$ cat config.mk
export PLATFORM = sky130hd
export DESIGN_NAME = vga_sync_decoder
export DESIGN_NICKNAME = d
export VERILOG_FILES = /design/src/rtl/vga_sync_decoder.sv
export SDC_FILE = /design/constraint.sdc
export NUM_CORES = 1
export LEC_CHECK = 0
export ABC_CLOCK_PERIOD_IN_PS = 3050
export CAP_MARGIN = 20
export CORE_ASPECT_RATIO = 2
export CORE_MARGIN = 2
export CORE_UTILIZATION = 40
export CTS_BUF_LIST = sky130_fd_sc_hd__clkbuf_4
export DETAILED_ROUTE_END_ITERATION = 6
export GPL_ROUTABILITY_DRIVEN = 0
export REMOVE_ABC_BUFFERS = 1
export SLEW_MARGIN = 20
export SYNTH_ARGS = -nofsm -noshare
export SYNTH_HDL_FRONTEND = slang
export SYNTH_SLANG_ARGS = --single-unit
$ cat constraint.sdc
create_clock -name i_clk -period 3.05 [get_ports i_clk]
set_clock_uncertainty 0.1 [all_clocks]
set_input_delay 0.305 -clock i_clk [delete_from_list [all_inputs] [get_ports i_clk]]
set_output_delay 0.305 -clock i_clk [all_outputs]
set_load 0.02 [all_outputs]
$ cat src/rtl/vga_sync_decoder.sv
// vga_sync_decoder
//
// Receive-side decoder for 640x480-style VGA sync timing. It watches only
// the hsync/vsync pair, advances once per pixel strobe, and recovers the
// pixel coordinates, the active-video flag and line/frame markers. It also
// checks the incoming timing against the nominal mode, reports lock, and
// flags violations.
//
// Ports:
//   i_clk          system clock
//   i_rst_n        synchronous active-low reset
//   i_pix_stb      pixel strobe, one i_clk pulse per pixel
//   i_hs, i_vs     horizontal / vertical sync inputs (level SYNC_POL = asserted)
//   o_x, o_y       active pixel coordinates, 0 outside active video or when unlocked
//   o_active       current pixel lies in the active area (only while locked)
//   o_line_start   one-cycle pulse at hsync assertion (suppressed while searching)
//   o_frame_start  one-cycle pulse at pixel (0,0) while locked
//   o_locked       timing verified over a full frame
//   o_err          sticky violation flag, cleared by reset only
//   o_err_cnt      saturating violation count
//
// Optional feature: define VGA_SYNC_DECODER_ERRCNT_EN to build the 8-bit
// saturating violation counter. Without it o_err_cnt stays 0.
//
// Pipeline: the syncs are sampled at strobe N, the edge is acted on at
// strobe N+1 (counters/state), and the output register shows it at N+2.

module vga_sync_decoder #(
  parameter int H_ACTIVE = 640,
  parameter int H_FP     = 16,
  parameter int H_SYNC   = 96,
  parameter int H_BP     = 48,
  parameter int V_ACTIVE = 480,
  parameter int V_FP     = 10,
  parameter int V_SYNC   = 2,
  parameter int V_BP     = 33,
  parameter int SYNC_POL = 0
) (
  input  logic       i_clk,
  input  logic       i_rst_n,
  input  logic       i_pix_stb,
  input  logic       i_hs,
  input  logic       i_vs,
  output logic [9:0] o_x,
  output logic [8:0] o_y,
  output logic       o_active,
  output logic       o_line_start,
  output logic       o_frame_start,
  output logic       o_locked,
  output logic       o_err,
  output logic [7:0] o_err_cnt
);

  localparam int H_TOTAL = H_ACTIVE + H_FP + H_SYNC + H_BP;
  localparam int V_TOTAL = V_ACTIVE + V_FP + V_SYNC + V_BP;

  localparam logic [9:0] H_LAST      = 10'(H_TOTAL - 1);
  localparam logic [9:0] H_SYNC_LAST = 10'(H_SYNC - 1);
  localparam logic [9:0] H_START     = 10'(H_SYNC + H_BP);
  localparam logic [9:0] H_END       = 10'(H_SYNC + H_BP + H_ACTIVE);
  localparam logic [9:0] V_LAST      = 10'(V_TOTAL - 1);
  localparam logic [9:0] V_START     = 10'(V_SYNC + V_BP);
  localparam logic [9:0] V_END       = 10'(V_SYNC + V_BP + V_ACTIVE);
  localparam logic [9:0] CNT_MAX     = 10'h3FF;
  localparam logic       SYNC_LVL    = (SYNC_POL != 0);

  typedef enum logic [1:0] {
    SEARCH,
    ALIGN,
    MEASURE,
    LOCKED
  } state_t;

  state_t     state;
  state_t     state_nx;

  logic       hs_s;
  logic       hs_d;
  logic       vs_s;
  logic       vs_d;
  logic [9:0] hcnt;
  logic [9:0] vcnt;
  logic       vs_pend;
  logic       line_evt;
  logic       err_sticky;
  logic [7:0] err_cnt;

  logic       hs_rise;
  logic       hs_fall;
  logic       vs_rise;
  logic       consume;
  logic       checking;
  logic [1:0] viol_cnt;
  logic       violation;

  logic       h_act;
  logic       v_act;
  logic       pix_act;
  logic [9:0] x_off;
  logic [8:0] y_off;

  // Edge detection runs on the sampled pair so both edges compare against
  // the previous strobe's sample, never against the raw asynchronous input.
  assign hs_rise = (hs_s == SYNC_LVL) && (hs_d != SYNC_LVL);
  assign hs_fall = (hs_s != SYNC_LVL) && (hs_d == SYNC_LVL);
  assign vs_rise = (vs_s == SYNC_LVL) && (vs_d != SYNC_LVL);

  // A same-strobe vsync counts as already pending, so the hsync consumes it.
  assign consume = hs_rise && (vs_pend || vs_rise);

  assign checking = (state == MEASURE) || (state == LOCKED);

  // Timing checks and FSM next-state. The line/width checks fire on opposite
  // hsync edges, so at most two checks can fail on the same strobe.
  always_comb begin
    viol_cnt = 2'd0;
    state_nx = state;

    if (checking) begin
      viol_cnt = {1'b0, hs_rise && (hcnt != H_LAST)}
               + {1'b0, hs_fall && (hcnt != H_SYNC_LAST)}
               + {1'b0, consume && (vcnt != V_LAST)};
    end

    if (i_pix_stb) begin
      case (state)
        SEARCH: begin
          if (vs_rise) begin
            state_nx = hs_rise ? MEASURE : ALIGN;
          end
        end
        ALIGN: begin
          if (consume) begin
            state_nx = MEASURE;
          end
        end
        MEASURE: begin
          if (viol_cnt != 2'd0) begin
            state_nx = SEARCH;
          end else if (consume) begin
            state_nx = LOCKED;
          end
        end
        LOCKED: begin
          if (viol_cnt != 2'd0) begin
            state_nx = SEARCH;
          end
        end
        default: state_nx = SEARCH;
      endcase
    end
  end

  assign violation = (viol_cnt != 2'd0);

  // Sync sampling, position counters, vsync bookkeeping and the state
  // register. Everything holds between strobes.
  always_ff @(posedge i_clk) begin
    if (!i_rst_n) begin
      hs_s       <= ~SYNC_LVL;
      hs_d       <= ~SYNC_LVL;
      vs_s       <= ~SYNC_LVL;
      vs_d       <= ~SYNC_LVL;
      hcnt       <= 10'd0;
      vcnt       <= 10'd0;
      vs_pend    <= 1'b0;
      line_evt   <= 1'b0;
      err_sticky <= 1'b0;
      state      <= SEARCH;
    end else if (i_pix_stb) begin
      hs_s <= i_hs;
      hs_d <= hs_s;
      vs_s <= i_vs;
      vs_d <= vs_s;

      if (hs_rise) begin
        hcnt <= 10'd0;
      end else if (hcnt != CNT_MAX) begin
        hcnt <= hcnt + 10'd1;
      end

      if (consume) begin
        vcnt    <= 10'd0;
        vs_pend <= 1'b0;
      end else begin
        if (vs_rise) begin
          vs_pend <= 1'b1;
        end
        if (hs_rise && (vcnt != CNT_MAX)) begin
          vcnt <= vcnt + 10'd1;
        end
      end

      line_evt <= hs_rise;
      if (violation) begin
        err_sticky <= 1'b1;
      end
      state <= state_nx;
    end
  end

`ifdef VGA_SYNC_DECODER_ERRCNT_EN
  logic [8:0] err_sum;

  assign err_sum = {1'b0, err_cnt} + {7'd0, viol_cnt};

  // Violation counter saturates at 255 rather than wrapping.
  always_ff @(posedge i_clk) begin
    if (!i_rst_n) begin
      err_cnt <= 8'd0;
    end else if (i_pix_stb && violation) begin
      err_cnt <= err_sum[8] ? 8'hFF : err_sum[7:0];
    end
  end
`else
  assign err_cnt = 8'd0;
`endif

  assign h_act   = (hcnt >= H_START) && (hcnt < H_END);
  assign v_act   = (vcnt >= V_START) && (vcnt < V_END);
  assign pix_act = (state == LOCKED) && h_act && v_act;
  assign x_off   = hcnt - H_START;
  assign y_off   = vcnt[8:0] - V_START[8:0];

  // Output register. Pulses are cleared on the first non-strobe cycle so
  // they last exactly one i_clk cycle even at the slow strobe rate.
  always_ff @(posedge i_clk) begin
    if (!i_rst_n) begin
      o_x           <= 10'd0;
      o_y           <= 9'd0;
      o_active      <= 1'b0;
      o_line_start  <= 1'b0;
      o_frame_start <= 1'b0;
      o_locked      <= 1'b0;
      o_err         <= 1'b0;
      o_err_cnt     <= 8'd0;
    end else if (i_pix_stb) begin
      o_x           <= pix_act ? x_off : 10'd0;
      o_y           <= pix_act ? y_off : 9'd0;
      o_active      <= pix_act;
      o_line_start  <= line_evt && (state != SEARCH);
      o_frame_start <= pix_act && (hcnt == H_START) && (vcnt == V_START);
      o_locked      <= (state == LOCKED);
      o_err         <= err_sticky;
      o_err_cnt     <= err_cnt;
    end else begin
      o_line_start  <= 1'b0;
      o_frame_start <= 1'b0;
    end
  end

endmodule

**Word level (Yosys, flattened, before mapping)**

Index checks and enable logic that the tools add are counted.

- Register bits after elaboration: 53
- Input bits: 5
- Output and inout bits: 32
- Logic and storage cells: 89

- Add/subtract/negate cells: 6
- $lt $le $gt $ge: 4
- Equality and inequality tests: 14
- Muxes and demuxes: 16
- Bitwise operators: 3
- Reductions and logical operators: 29

Operator list:

| kind | number |
|---|---|
| 10-bit two-way mux | 5 |
| 10-bit != test, second input constant | 4 |
| 10-bit by 1-bit adder with 10-bit output, second input constant | 2 |
| 10-bit < comparator, second input constant | 2 |
| 1-bit logical AND | 15 |
| 2-bit two-way mux | 7 |
| 10-bit by 6-bit == test with 1-bit output, second input constant | 1 |
| 10-bit by 8-bit == test with 1-bit output, second input constant | 1 |
| 10-bit by 6-bit greater-or-equal comparator with 1-bit output, second input constant | 1 |
| 10-bit by 8-bit greater-or-equal comparator with 1-bit output, second input constant | 1 |
| 10-bit by 7-bit != test with 1-bit output, second input constant | 1 |
| 2-bit AND reduction | 5 |
| 2-bit nonzero test | 5 |
| 10-bit by 8-bit subtractor with 10-bit output, second input constant | 1 |
| 9-bit two-way mux | 1 |
| 9-bit by 6-bit subtractor with 9-bit output, second input constant | 1 |
| 2-bit one-hot mux with 4 select lines | 1 |
| 2-bit != test, second input constant | 3 |
| 5-bit AND reduction | 1 |
| 2-bit == test, second input constant | 2 |
| 3-bit != test, second input constant | 1 |
| 1-bit inverter | 3 |
| 1-bit by 1-bit adder with 2-bit output | 1 |
| 2-bit by 1-bit adder with 2-bit output | 1 |
| other kinds (4) | 6 |

**Longest topological paths before layout**

Gate-level depths: netlist (run 1).

- Word-level depth: 10
- Mapped depth: 9
- Mapped depth without buffers: 9

**Worst setup path after synthesis (run 1)**

Ideal clock, no wire load.

- Kind: register -> register
- From: register hcnt[0]
- To: register state[0]
- Library setup time: 72 ps
- Data arrival time: 2352 ps
- Data required time: 2878 ps
- Path slack: 527 ps
- Stages on the path, launching flop included: 9
- Buffers on the path: 0
- Clock period less this slack: 2523 ps
- Cells stage by stage: dfxtp_1 -> ha_1 -> nand3_1 -> nor3b_1 -> a31oi_1 -> fa_1 -> nor3b_1 -> a221oi_1 -> mux2i_1

- Word-level cells in the longest chain between the ends: 8
- Elaborated cells on any way between the ends: 13
- Those cells by class: add/sub: 2; eq/ne: 4; mux: 3; reduce/logical: 4

Ends and longest elaborated chain:

| element | line | source |
|---|---|---|
| start, declared | 81 | `logic [9:0] hcnt;` |
| start signal, assigned | 179 | `hcnt <= hcnt + 10'd1;` |
| 10-bit != test / 10-bit by 7-bit != test with 1-bit output (equally long branches) | 120, 121 |  |
| 1-bit logical AND (on tied branches) | 120, 121 |  |
| 1-bit by 1-bit adder with 2-bit output * | 121 | `+ {1'b0, hs_fall && (hcnt != H_SYNC_LAST)}` |
| 2-bit by 1-bit adder with 2-bit output * | 122 | `+ {1'b0, consume && (vcnt != V_LAST)};` |
| 2-bit two-way mux * | 119 | `if (checking) begin` |
| 2-bit nonzero test * | 138, 145 |  |
| 3-bit != test (no source line), or another cell as far along | -- |  |
| 5-bit AND reduction (no source line) / 2-bit one-hot mux with 4 select lines (equally long branches) | -- |  |
| end signal, assigned | 198 | `state <= state_nx;` |
| end, declared | 74 | `state_t state;` |

Every way passes the cells marked *; elsewhere a longest branch is shown, timed or not.
A chain may end at the register's enable or synchronous reset.

**Worst setup path after layout (run 1)**

Same ends and word-level chain as after synthesis.

==> out/results.tsv, run 1 <==
metric	value	unit
switchingPower	0.000280	W
ctsRootBufferMaster	clkbuf_4	
crit_path_max_incr_delay	580	ps
die_x	63.0	um
cts_setup_buffers	0	
p_leak	1.15	nW
numCtsBuffers	5	
gr-usage-all-layers	0.170	
synth_most_common_cell	dfxtp_1	
worst-endpoint-required	3260	ps
cp.arrival	3010	ps
max_freq	357	MHz
synth_top_area_cell	dfxtp_1	
min_period_over_period	0.918	
slew_headroom	0.363	
postCtsResizedCells	0	
setup_violations	0	
maxCapViolCount	0	
crit_top_cell	nor3b_1	
routedWlPerCell	14.4	um
power_frac_comb	0.083	
avgSynthCellArea	8.96	um2
worst_pin_slew	952	ps
synthTopCellsByCount	dfxtp_1, nand2_1, a21oi_1, a22o_1, nand3_1	
slew_viol_final	0	
synthCells	311	
fin_crit	2800	ps
post-place-ws	251	ps
synth_edf_count	0	
drive_above_1_share	0.0751	
portBuffers	28	
areaGrowthSynthToFinish	13.1	%
critPathKind	reg -> reg	
synth_async_sr_flop_share	0	
fin_ws	249	ps
sequentialPowerShare	0.643	
first_iter_violations	95	
clock_path_buffers	2	
via_per_inst	5.57	
clkPwrFrac	0.274	
hp-class	reg -> reg	
grt_max_degree	20	
drc_errors	0	
ys.flop_type	dfxtp_1	
ant_nets	0	
wl	6100	um
nets	346	
placementRows	43	
ir_drop	0.291	mV
grt_pass1_vias	2306	
status	finished clean	
hold_buffers	0	
cpMaxStageDelayCell	fa_1	
dieArea	7690	um2
clk_pin_slew	130	ps
clock_latency	380	ps
io_pins	37	
timing.hold.ws	373	ps
ys_seq_area_frac	0.381	
hold_viol_final	0	
fillers	709	
insertedDiodeCount	0	
worstPathCellList	ha_1 > nand3_1 > nor3b_1 > a31oi_1 > fa_1 > nor3b_1 > a221oi_1 > mux2i_1	
rsz0062_at_grt	false	
initial_utilization	0.408	
swShare	0.253	
grt_antenna_before_repair	0	
synthTopCellsByArea	dfxtp_1, a22o_1, mux2i_1	
worst-path-buf-inv	0	
vias	2357	
grt_remaining_overflow	0	
p_int	0.000826	W
grt_pass1_wl	10400	um
cts_tree	done	
finalSetupTns	0	ps
power.density	351	nW/um2
synth_cell_type_count	57	
crit_fanout	7	
syn_area	2790	um2
firstDrtPassIters	4	
htreeDepth	2	
die_h	122	um
ys_warn_count	0	
fin_util	0.461	
cts_sinks	53	
synth_top_area_frac	0.381	
synth_seq_cells	53	
crit_family	adder cells	
dpl.hpwl	4460	um
endpoint_kind	flip-flop	
fp.coreArea	6830	um2
start_kind	flip-flop	
kinds of logic (layout without fill, tap and decap cells):
family,count (synthesis),count (layout),synth area share
other,1,8,0.00135
XOR/XNOR,11,11,0.0346
AO/OA/AOI/OAI,75,75,0.199
multiplexers,13,13,0.0471
buffers and inverters,49,64,0.0880
adder cells (fa/ha/maj),8,8,0.0386
flip-flops,53,53,0.381
AND/OR/NAND/NOR,101,101,0.211
state kept, by name (all words and copies together) (netlist names):
signal,flops
hcnt,10
o_x,10
vcnt,10
o_y,9
state,2
err_sticky,1
hs_d,1
hs_s,1
line_evt,1
o_active,1
o_err,1
o_frame_start,1
o_line_start,1
o_locked,1
vs_d,1
vs_pend,1
vs_s,1
cell type report:
class | count | area (um2) | share of cell area
multi-input combinational | 216 | 1510 | 0.478
inverter | 20 | 75.1 | 0.0238
sequential | 53 | 1060 | 0.337
clock inverter | 1 | 3.75 | 0.00119
timing repair buffer | 37 | 348 | 0.110
tap | 90 | 113 | 0.0357
clock buffer | 6 | 45.0 | 0.0143
worst paths after layout:
| kind | startpoint | to | slack, ps | depth (start not counted) |
|---|---|---|---|---|
| setup / recovery | hcnt[0]$_SDFFE_PN0P_ | state[0]$_SDFFE_PN0P_ | 250 | 8 |
| hold / removal | err_sticky$_SDFFE_PN0P_ | err_sticky$_SDFFE_PN0P_ | 370 | 2 |
| setup reg to reg | hcnt[0]$_SDFFE_PN0P_ | state[0]$_SDFFE_PN0P_ | 250 | 8 |
| hold reg to reg | err_sticky$_SDFFE_PN0P_ | err_sticky$_SDFFE_PN0P_ | 370 | 2 |
cell usage in the layout, fill, tap and decap left out, drive strengths merged, types with 3 or more instances in the layout:
| cell type | Yosys | layout |
|---|---|---|
| mux2i | 12 | 12 |
| xnor2 | 5 | 5 |
| and2 | 3 | 3 |
| nor2b | 3 | 3 |
| nand2 | 21 | 21 |
| a221oi | 4 | 4 |
| nor4 | 6 | 6 |
| inv | 19 | 19 |
| nor2 | 11 | 11 |
| o31ai | 3 | 3 |
| nand3b | 3 | 3 |
| a22o | 19 | 19 |
| dfxtp | 53 | 53 |
| nor3b | 3 | 3 |
| ha | 7 | 7 |
| a211oi | 3 | 3 |
| conb | 1 | 8 |
| nor3 | 6 | 6 |
| or3 | 6 | 6 |
| nand3 | 19 | 19 |
| nand4 | 6 | 6 |
| o211ai | 6 | 6 |
| or4 | 4 | 4 |
| a21oi | 20 | 20 |
| o21ai | 8 | 8 |
| clkdlybuf4s50 | 0 | 28 |
| xor2 | 6 | 6 |
| clkbuf | 6 | 6 |
| buf | 23 | 9 |
power by group through the flow:
| stage | clock network [W] | logic [W] | registers (W) |
|---|---|---|---|
| after global placement | 0 | 0.0000896 | 0.000725 |
| after CTS | 0.000322 | 0.0000930 | 0.000711 |
| final | 0.000303 | 0.0000922 | 0.000711 |
| after global routing | 0.000350 | 0.000103 | 0.000713 |
| after floorplan | 0 | 0.0000563 | 0.000723 |
| after detailed placement | 0 | 0.0000924 | 0.000726 |
stage by stage:
| stage | cells | total power [W] | instance area [um2] |
|---|---|---|---|
| 2_1_floorplan | 289 | 0.000780 | 2640 |
| 3_3_place_gp | 416 | 0.000815 | 3100 |
| 3_5_place_dp | 416 | 0.000819 | 3100 |
| 4_1_cts | 423 | 0.00113 | 3150 |
| 5_1_grt | 423 | 0.00117 | 3150 |
| 6_report | 423 | 0.00111 | 3150 |
worst register-to-register path, stage by stage (launching register included):
cell      delay, ps
dfxtp_1         460
ha_1            220
nand3_1         190
nor3b_1         300
a31oi_1         170
fa_1            580
nor3b_1          70
a221oi_1        410
mux2i_1         240
layer usage:
metal | share of wire | vias up | GRT usage
li1 | - | 1160 | -
met1 | 0.45 | 1132 | 0.189
met2 | 0.49 | 58 | 0.301
met3 | 0.047 | 7 | 0.0397
met4 | 0.016 | 0 | 0.0792
met5 | 0 | - | 0
(Power assumes the default switching activity.)
==> inputs of run 2 (changes only) <==
--- a/config.mk
+++ b/config.mk
@@ -12,6 +12,7 @@
 export CORE_UTILIZATION = 40
 export CTS_BUF_LIST = sky130_fd_sc_hd__clkbuf_4
 export DETAILED_ROUTE_END_ITERATION = 6
+export DONT_BUFFER_PORTS = 1
 export GPL_ROUTABILITY_DRIVEN = 0
 export REMOVE_ABC_BUFFERS = 1
 export SLEW_MARGIN = 20
==> run 2 against run 1 <==
  * Die area is the same
  * Non-clock buffer count shrank 28
  * First-iteration DRC count shrank 34%
  * Core utilization shrank 3.8 points
  * Critical path depth is the same
  * Final cell count shrank 6.4%
  * Setup slack gained 55 ps
  * Global-route usage shrank 0.82 points
  * Via count shrank 7.1%
  * Largest cell class unchanged
==> out/results.tsv, run 2 (synthesis gave the netlist of run 1 again) <==
metric	value	unit	change
rsz0062_at_grt	false		unchanged
firstDrtPassIters	5		was 4
hp-class	in -> reg		was reg -> reg
cp.arrival	2970	ps	was 3010 ps
maxCapViolCount	0		unchanged
grt_pass1_wl	9940	um	was 10,400 um
sequentialPowerShare	0.645		was 0.643
slew_viol_final	0		unchanged
critPathKind	reg -> reg		unchanged
numCtsBuffers	5		unchanged
top_layer	met4		unchanged
ctsRootBufferMaster	clkbuf_4		unchanged
via_per_inst	5.53		was 5.57
hold_viol_final	0		unchanged
dpl.hpwl	4150	um	was 4460 um
fin_crit	2750	ps	was 2800 ps
power_frac_comb	0.078		was 0.083
min_period_over_period	0.900		was 0.918
initial_utilization	0.408		unchanged
drive_above_1_share	0.0686		was 0.0751
register_area	1060	um2	unchanged
fin_util	0.423		was 0.461
grt_remaining_overflow	0		unchanged
timing.hold.ws	32.1	ps	was 373 ps
slew_headroom	0.347		was 0.363
met3_length	232	um	was 286 um
worst-endpoint-required	3270	ps	was 3260 ps
die_x	63.0	um	unchanged
grt_max_degree	25		was 20
clk_pin_slew	150	ps	was 130 ps
switchingPower	0.000287	W	was 0.000280 W
clkPwrFrac	0.277		was 0.274
largest_registers	hcnt (10), o_x (10), vcnt (10)		unchanged
final_common_cell	dfxtp_1		unchanged
io_pins	37		unchanged
fp.coreArea	6830	um2	unchanged
routed-wl-met2	2730	um	was 2980 um
setup_violations	0		unchanged
ir_drop	0.237	mV	was 0.291 mV
grt_antenna_before_repair	0		unchanged
routedWlPerCell	14.9	um	was 14.4 um
met1_length	2820	um	was 2740 um
finalSetupTns	0	ps	unchanged
cts_tree	done		unchanged
fin_cells	396		was 423
worst_pin_slew	976	ps	was 952 ps
clock_latency	380	ps	about the same
first_iter_violations	63		was 95
max_freq	364	MHz	was 357 MHz
fin_area	2890	um2	was 3150 um2
swShare	0.261		was 0.253
cts_setup_buffers	0		unchanged
insertedDiodeCount	0		unchanged
placed_cells	383		was 416
areaGrowthSynthToFinish	3.73	%	was 13.1%
portBuffers	0		was 28
vias	2189		was 2,357
dieArea	7690	um2	unchanged
layout_common_cells	dfxtp_1, nand2_1, a21oi_1		was dfxtp_1, clkdlybuf4s50_1, nand2_1
nets	318		was 346
p_int	0.000814	W	was 0.000826 W
wl	5900	um	was 6100 um
power.density	381	nW/um2	was 351 nW/um2
placementRows	43		unchanged
drc_errors	0		unchanged
htreeDepth	2		unchanged
cts_sinks	53		unchanged
gr-usage-all-layers	0.161		was 0.170
endpoint_kind	flip-flop		unchanged
ant_nets	0		unchanged
crit_fanout	7		unchanged
fillers	697		was 709
die_h	122	um	unchanged
grt_pass1_vias	2070		was 2,306
place_area	2790	um2	was 3100 um2
status	finished clean		unchanged
p_leak	1.05	nW	was 1.15 nW
clock_path_buffers	2		unchanged
multi_input_area	1510	um2	about the same
start_kind	flip-flop		unchanged
run 2: final cells by class:
type | count | share of cell area
Inverter | 20 | 0.0260
Tap cell | 90 | 0.0389
Multi-Input combinational cell | 216 | 0.523
Timing Repair Buffer | 9 | 0.0277
Sequential cell | 53 | 0.367
Clock buffer | 5 | 0.0130
Clock inverter | 3 | 0.00433
run 2: metrics by stage:
step                      total power [W]  setup WS [ps]
after floorplan                  0.000780            391
after global placement           0.000797            397
after detailed placement         0.000800            267
after CTS                         0.00111            221
after global routing              0.00114           50.1
final                             0.00110            303
run 2: power by group through the flow:
stage	clock [W]	sequential (W)	combinational, W
5_1_grt	0.000335	0.000713	0.0000968
3_3_place_gp	0	0.000725	0.0000719
3_5_place_dp	0	0.000726	0.0000739
2_1_floorplan	0	0.000723	0.0000563
6_report	0.000305	0.000711	0.0000856
4_1_cts	0.000318	0.000711	0.0000857
run 2: critical path, stage by stage (launching register included):
cell	delay (ps)
dfxtp_1	450
ha_1	210
nand3_1	210
nor3b_2	270
a31oi_1	140
fa_1	580
nor3b_1	70
a221oi_1	430
mux2i_1	220
run 2: path summary, 6_finish.rpt:
check	slack, ps	depth (start not counted)	to	start
hold / removal	30	2	state[1]$_SDFFE_PN0P_	i_rst_n
setup reg to reg	300	8	state[0]$_SDFFE_PN0P_	hcnt[0]$_SDFFE_PN0P_
setup / recovery	300	8	state[0]$_SDFFE_PN0P_	hcnt[0]$_SDFFE_PN0P_
hold reg to reg	370	2	err_sticky$_SDFFE_PN0P_	err_sticky$_SDFFE_PN0P_
run 2: repair_timing:
| action | 4_1_cts | 5_1_grt |
|---|---|---|
| hold buffers | 5 | 0 |
| setup endpoints to repair | 0 | 1 |
| gates resized for setup | 0 | 1 |
| endpoints found under the hold margin | 19 | 0 |
run 2: metal layers:
layer	vias to the layer above	global-route usage
li1	1105	-
met1	1029	0.212
met2	46	0.259
met3	9	0.0360
met4	0	0.0569
met5	-	0
==> variant, RTL diff (flow settings as in run 2) <==
Change the parameter `SYNC_POL` from 0 to 1.
--- a/src/rtl/vga_sync_decoder.sv
+++ b/src/rtl/vga_sync_decoder.sv
@@ -34,7 +34,7 @@
   parameter int V_FP     = 10,
   parameter int V_SYNC   = 2,
   parameter int V_BP     = 33,
-  parameter int SYNC_POL = 0
+  parameter int SYNC_POL = 1
 ) (
   input  logic       i_clk,
   input  logic       i_rst_n,
Check against the original RTL: not equivalent (Yosys sat finds a counterexample within 4 cycles, from zero or initial values and one cycle with i_rst_n low).
==> variant against run 2 <==
- synthesized area is 0.27% higher
- setup slack got worse by 130 ps
- hold slack worse by 16 ps
- design area is 1.0% higher
- sequential cell count did not move
- synthesized cell count unchanged
- total power is 0.90% lower
- die area increased by 0.26%
- routed wire length increased by 2.1%
- final cell count is 0.76% higher
==> variant: results (changes against run 2) <==
| Metric | Value |
|---|---|
| P_leak | 0.001068 µW (was 0.001045 µW) |
| Layout area overhead | 4.476% (was 3.725%) |
| GRT Total Usage | 0.1658 (was 0.1614) |
| Worst Path Arrival | 3090 ps (was 2970 ps) |
| Signal buffers share of area | 0.04284 (was 0.02769) |
| Fraction of area in multi-input gates | 0.5163 (was 0.5232) |
| Worst slack, placed | 206.6 ps (was 267.1 ps) |
| Area of the die | 7713 µm² (was 7693 µm²) |
| GR Util met1 | 0.2192 (was 0.2117) |
| DR vias | 2,242 (was 2,189) |
| Reg2reg path depth | 9 (was 8) |
| Final period util | 0.9430 (was 0.9005) |
| Synth Area per Inst | 8.988 µm² (was 8.964 µm²) |
| Internal power | 811.2 µW (was 814.3 µW) |
| Hold_ws | 15.66 ps (was 32.11 ps) |
| Largest net degree at the start of global routing | 21 (was 25) |
| Reg2Reg Setup Slack | 170 ps (was 300 ps) |
| Placed insts | 386 (was 383) |
| Fillers | 713 (was 697) |
| Worst path max stage delay | 550 ps (was 580 ps) |
| First-pass GRT wire length | 10.36 mm (was 9.936 mm) |
| Nonclk buf count | 15 (was 9) |
| Worst-margin pin slew | 832.1 ps (was 975.8 ps) |
| WHS Endpoint | state[0] (was state[1]) |
| Register area share after synthesis | 0.3796 (was 0.3806) |
| Met1 wire length | 2.737 mm (was 2.821 mm) |
| Status | complete, no violations (unchanged) |
| Fin nets | 321 (was 318) |
| Synth unique cells | 61 (was 57) |
| GR Util met3 | 0.02933 (was 0.03601) |
| TritonRoute pass-1 iters | 4 (was 5) |
| Area contributors post-synth | dfxtp_1 38%, a22o_2 6.4%, mux2i_1 4.3% (was dfxtp_1 38%, a22o_1 6.0%, mux2i_1 4.3%) |
| Met2 WL | 2.912 mm (was 2.727 mm) |
| Initial DRC count | 136 (was 63) |
| Clk tree area frac | 0.01714 (was 0.01731) |
| Met3 routed WL | 289 µm (was 232 µm) |
| Vias in the first global route | 2,082 (was 2,070) |
-- variant: timing repair --
action,4_1_cts,5_1_grt
buffers inserted,0,0
gates resized for setup,0,0
hold endpoints to repair,19,0
hold buffers,5,0
-- variant: cell families (layout without fill, tap and decap cells) --
group | after synthesis | in the layout | share of synthesized area
AOI/OAI and AO/OA | 77 | 77 | 0.2073
muxes | 13 | 13 | 0.04700
other | 1 | 8 | 0.001342
xor gates and xnor gates | 10 | 10 | 0.03134
buffers and inverters | 49 | 40 | 0.09310
and+or+nand+nor | 100 | 100 | 0.2019
adders and majority gates | 8 | 8 | 0.03849
DFF | 53 | 53 | 0.3796
-- variant: power by group through the flow --
| stage | clock network, µW | logic [µW] | registers [µW] |
|---|---|---|---|
| global placement | 0 | 68.3 | 723 |
| floorplan | 0 | 51.6 | 722 |
| CTS | 313 | 80.4 | 709 |
| finish | 302 | 80.5 | 709 |
| global route | 334 | 90.4 | 711 |
| detailed placement | 0 | 70.7 | 724 |
